<file path="src/rtl/qnigma_add_mw.sv">
// Limb-serial multi-word adder/subtractor: one L-bit limb per clock with a registered
// carry/borrow, valid/ready on both sides. Subtraction runs as A + ~B + ~cin.
module qnigma_add_mw #(
    parameter int unsigned W = 256,
    parameter int unsigned L = 32
) (
    input  logic         clk,
    input  logic         rst_n,
    input  logic         in_val,
    output logic         in_rdy,
    input  logic [W-1:0] a,
    input  logic [W-1:0] b,
    input  logic         cin,
    input  logic         sub,
    output logic         out_val,
    input  logic         out_rdy,
    output logic [W-1:0] q,
    output logic         cout
);

    localparam int unsigned N  = W / L;
    localparam int unsigned CW = (N > 1) ? $clog2(N) : 1;
    localparam int unsigned LW = L + 1;

    typedef enum logic [1:0] {
        IDLE = 2'd0,
        RUN  = 2'd1,
        DONE = 2'd2
    } state_t;

    state_t         state_q;
    logic [W-1:0]   a_q;
    logic [W-1:0]   b_q;
    logic [W-1:0]   q_q;
    logic [CW-1:0]  cnt_q;
    logic           carry_q;
    logic           sub_q;
    logic           in_rdy_q;
    logic           out_val_q;
    logic           cout_q;

    logic [LW-1:0]  sum_d;
    logic           last_d;

    // Operand registers shift right each RUN cycle, so the active limb is always at the bottom.
    assign sum_d  = LW'(a_q[L-1:0]) + LW'(b_q[L-1:0]) + LW'(carry_q);
    assign last_d = (cnt_q == CW'(N - 1));

    always_ff @(posedge clk or negedge rst_n) begin
        if (!rst_n) begin
            state_q   <= IDLE;
            a_q       <= '0;
            b_q       <= '0;
            q_q       <= '0;
            cnt_q     <= '0;
            carry_q   <= 1'b0;
            sub_q     <= 1'b0;
            in_rdy_q  <= 1'b0;
            out_val_q <= 1'b0;
            cout_q    <= 1'b0;
        end else begin
            case (state_q)
                IDLE: begin
                    if (in_val && in_rdy_q) begin
                        a_q      <= a;
                        b_q      <= sub ? ~b : b;
                        sub_q    <= sub;
                        carry_q  <= cin ^ sub;
                        cnt_q    <= '0;
                        in_rdy_q <= 1'b0;
                        state_q  <= RUN;
                    end else begin
                        in_rdy_q <= 1'b1;
                    end
                end
                RUN: begin
                    q_q[cnt_q*L +: L] <= sum_d[L-1:0];
                    carry_q           <= sum_d[L];
                    a_q               <= a_q >> L;
                    b_q               <= b_q >> L;
                    cnt_q             <= cnt_q + CW'(1);
                    if (last_d) begin
                        // Final carry is inverted when subtracting to give the borrow.
                        cout_q    <= sum_d[L] ^ sub_q;
                        out_val_q <= 1'b1;
                        state_q   <= DONE;
                    end
                end
                DONE: begin
                    if (out_rdy) begin
                        out_val_q <= 1'b0;
                        in_rdy_q  <= 1'b1;
                        state_q   <= IDLE;
                    end
                end
                default: begin
                    state_q <= IDLE;
                end
            endcase
        end
    end

    assign in_rdy  = in_rdy_q;
    assign out_val = out_val_q;
    assign q       = q_q;
    assign cout    = cout_q;

endmodule

</file>
<file path="config.mk">
export PLATFORM = sky130hd
export DESIGN_NAME = qnigma_add_mw
export DESIGN_NICKNAME = d
export VERILOG_FILES = /design/src/rtl/qnigma_add_mw.sv
export SDC_FILE = /design/constraint.sdc
export NUM_CORES = 2
export LEC_CHECK = 0
export ABC_AREA = 1
export CAP_MARGIN = 20
export CORE_AREA = 5 5 295 297
export CTS_CLUSTER_DIAMETER = 60
export CTS_CLUSTER_SIZE = 10
export DETAILED_ROUTE_END_ITERATION = 10
export DIE_AREA = 0 0 300 302
export PLACE_DENSITY = 0.75
export SETUP_SLACK_MARGIN = 0.4
export SYNTH_ARGS = -nofsm -noshare
export SYNTH_HDL_FRONTEND = slang
export SYNTH_SLANG_ARGS = --single-unit
export TNS_END_PERCENT = 30
</file>
<file path="constraint.sdc">
create_clock -name clk -period 3.2 [get_ports clk]
set_clock_uncertainty 0.05 [all_clocks]
set_input_delay 0.64 -clock clk [delete_from_list [all_inputs] [get_ports clk]]
set_output_delay 0.64 -clock clk [all_outputs]
set_load 0.005 [all_outputs]
</file>
==> metrics <==
initial antenna violation count=53; Worst Tran Pin Value=0.945 ns; post-synthesis cell area=38500 sq um; Die Span Y=302 um; worst min path class=flip-flop to flip-flop; Worst Setup EP=q[123]$_DFFE_PN0P_; Final Max Tran Viols=0; top-count cell post-synth=nand2_1; Compound-Gate Fraction of Synth Area=16.5%; Horiz. Die Dim=300 um; drt first pass iters=6; CP bufs+invs=0; post-synthesis sequential area ratio=50.6%; Synth Area in XOR/XNOR=5.47%; Post-Synth Adder-Cell Area=1.24%; status=complete, no violations; initial core utilization=45.6%; fraction of layout cells with a size suffix above 1=4.66%; VDD IR max=0.821 mV; cells along the critical path=ha_1 -> nand2_1 -> nor2_1 -> nand2_1 -> nor3_1 -> nand2_1 -> nand2_1 -> nand2_1 -> nand2_1 -> nand4_1 -> nand2_1; placed inst area=47300 sq um; total wire length=138000 um; CTS root buf=clkbuf_16; Yosys reg bits=778; FMAX=0.374 GHz; post-route DRC violation count=0; max_slew headroom=37.0%; Critical Path Fanout Max=7; Synthesis Warnings=0; largest family of logic cells by synthesized area=simple AND/OR/NAND/NOR gates; Final HPWL DP=102000 um; R2R setup slack=0.53 ns; PnR worst setup slack=0.529 ns; P_int=30.4 mW; clock sink total=778; Syn Inst Count=4692; design area=50100 sq um; largest net degree at the start of global routing=224; post-synthesis cell type count=41; # rows=107; CP startpoint kind=flip-flop; vias post-DR=34.7k; fin crit share=83.5%; Mapped Nets=5247; vias per cell=5.34; dpl ws=0.298 ns; Final TNS setup=0 ns; Inserted Clock Buffers=93; commonest cells in the netlist=nand2_1, dfrtp_1, o21ai_0, inv_1, o211ai_1; crit path from=a_q[18]$_DFFE_PN0P_; main area contributors after synthesis=dfrtp_1, nand2_1, o21ai_0; GRT Util Overall=29.5%; post-synthesis mux area share=0.0293%; Worst Setup End Kind=flip-flop; crit path time final=2.67 ns; share of the synthesized area in the top cell type=50.6%; Area Overhead vs Synth=30.3%; Die ar.=90600 sq um; unrepaired setup endpoints after global routing=yes; Final ANT Viol Nets=0; first-pass GRT wire length=205000 um; Ports=777; sequential group share of total power=30.5%; ys async rst share=100%; Crit path top cell by count=nand2_1; I/O Buffers=776; slowest stage delay, CP=0.45 ns; area of the core=84300 sq um; Gate power share=52.2%; pwr dens=1110 nW/um^2; WS Path Type=flip-flop to flip-flop; fin util=59.4%; number of synthesized flops with an enable pin=0; Worst Path Arrival=3.19 ns; CP Data Required Time=3.72 ns; Crit. path cell count=11; Net Switching=25.3 mW; Switching Share=45.5%; initial drt markers=3034; Post-Syn Area per Cell=8.19 sq um; dominant synthesized flop cell=dfrtp_1; capturing point of the worst reg2reg path=q[123]$_DFFE_PN0P_; area share of and/or/nand/nor cells after synthesis=17.9%; FF-to-FF path depth=11; Leak=23.4 nW; CP max-delay cell=dfrtp_1; clock power share=17.3%; largest buffer count on any clock path=3; delay-heaviest family, CP=simple AND/OR/NAND/NOR gates; max-cap violations=0; clk_lat worst skew=0.65 ns; # setup viols final=0; WL/cell=21.2 um; Hold Fails Final Rpt=0; Final #Nets=5896; Yosys top cell by area=dfrtp_1; worst hold slack=0.426 ns; Reg-to-Reg Start=a_q[18]$_DFFE_PN0P_; CTS H-tree depth=3; CTS tree=built; gp weighted congestion=0.929; vias in the first global route=33.3k; Clock transition at path regs=0.06 ns; global route overflow=0
==> worst min-delay path by stage <==
| stage | end | start | cells after the start | slack [ns] |
|---|---|---|---|---|
| finish | q[175]$_DFFE_PN0P_ | q[175]$_DFFE_PN0P_ | 2 | 0.43 |
| global route | q[83]$_DFFE_PN0P_ | q[83]$_DFFE_PN0P_ | 2 | 0.45 |
| CTS | q[121]$_DFFE_PN0P_ | q[121]$_DFFE_PN0P_ | 2 | 0.43 |
| detailed placement | b_q[181]$_DFFE_PN0P_ | b_q[181]$_DFFE_PN0P_ | 2 | 0.42 |
| global placement | q[61]$_DFFE_PN0P_ | q[61]$_DFFE_PN0P_ | 2 | 0.41 |
| floorplan | a_q[0]$_DFFE_PN0P_ | rst_n | 0 | 0.29 |
==> worst min-delay path: stages (launching register included) <==
cell and delay, ns:
dfrtp_1 0.34, nand2_1 0.05, nand2_1 0.05
==> cell families after synthesis <==
| group | after synthesis |
|---|---|
| and+or+nand+nor | 1733 |
| AOI/OAI and AO/OA | 1115 |
| buffers and inverters | 788 |
| DFF | 778 |
| xor gates and xnor gates | 240 |
| adders and majority gates | 37 |
| muxes | 1 |
==> per-stage QoR <==
stage	std cells	power, mW
2_1_floorplan	4692	34.3
3_3_place_gp	6334	45.1
3_5_place_dp	6334	45.8
4_1_cts	6452	55.7
5_1_grt	6474	60.1
6_report	6487	55.7
==> flip-flops by register name, indices dropped and copies added, names as in the netlist <==
register,flops
cout,1
a_q,256
carry_q,1
q,256
in_rdy,1
state_q,2
b_q,256
out_val,1
cnt_q,3
sub_q,1
==> metal layers <==
metal | vias up | track usage, % | share of wire, % | wire length [um]
met2 | 1410 | 48.4 | 48 | 65800
met5 | - | 0 | 0.18 | 242
met4 | 40 | 10.3 | 3.5 | 4840
met1 | 16404 | 38.1 | 39 | 54400
met3 | 253 | 7.69 | 9.0 | 12400
li1 | 16548 | - | - | -
==> repair_timing <==
action | 4_1_cts | 5_1_grt
setup buffers | 0 | 0
setup endpoints to repair | 6 | 101
hold buffers | 1 | 0
cloned | 0 | 1
resized for setup | 1 | 8
endpoints found under the hold margin | 34 | 0
==> area by class of cell <==
type                            count  area [sq um]
Multi-Input combinational cell   3126         15900
Timing Repair Buffer              877          8890
Inverter                          464          1770
Clock buffer                      102          2440
Tap cell                         1090          1360
Fill cell                        7433         34200
Clock inverter                     15           216
Timing Repair inverter              1          5.00
Sequential cell                   778         19500
Antenna cell                       34          85.1
==> layout by cell type, fill, tap and decap left out, types with 5 or more instances in the layout <==
cell type	Yosys	final
nor3_1	12	12
dfrtp_1	778	777
ha_1	35	35
nand3_1	52	52
xnor2_1	118	118
clkbuf_16	0	95
o211ai_1	269	269
a31oi_1	47	47
nand4_1	74	74
inv_2	9	8
xor2_1	122	121
clkdlybuf4s50_1	0	774
diode_2	0	34
o21ai_1	18	21
clkinv_8	0	5
a21oi_1	241	241
inv_1	453	451
o21ai_0	531	528
buf_4	6	72
buf_12	0	28
nor2_1	183	180
nand2_1	1394	1393
==> power groups by stage <==
stage	Clock, mW	Combinational, mW	Sequential [mW]
after global routing	10.2	32.4	17.4
after global placement	0	28.2	16.9
after floorplan	0	18.0	16.3
after CTS	9.77	28.9	17.0
final	9.64	29.1	17.0
after detailed placement	0	28.7	17.1
Note: power is estimated with default switching activity, not from simulation.
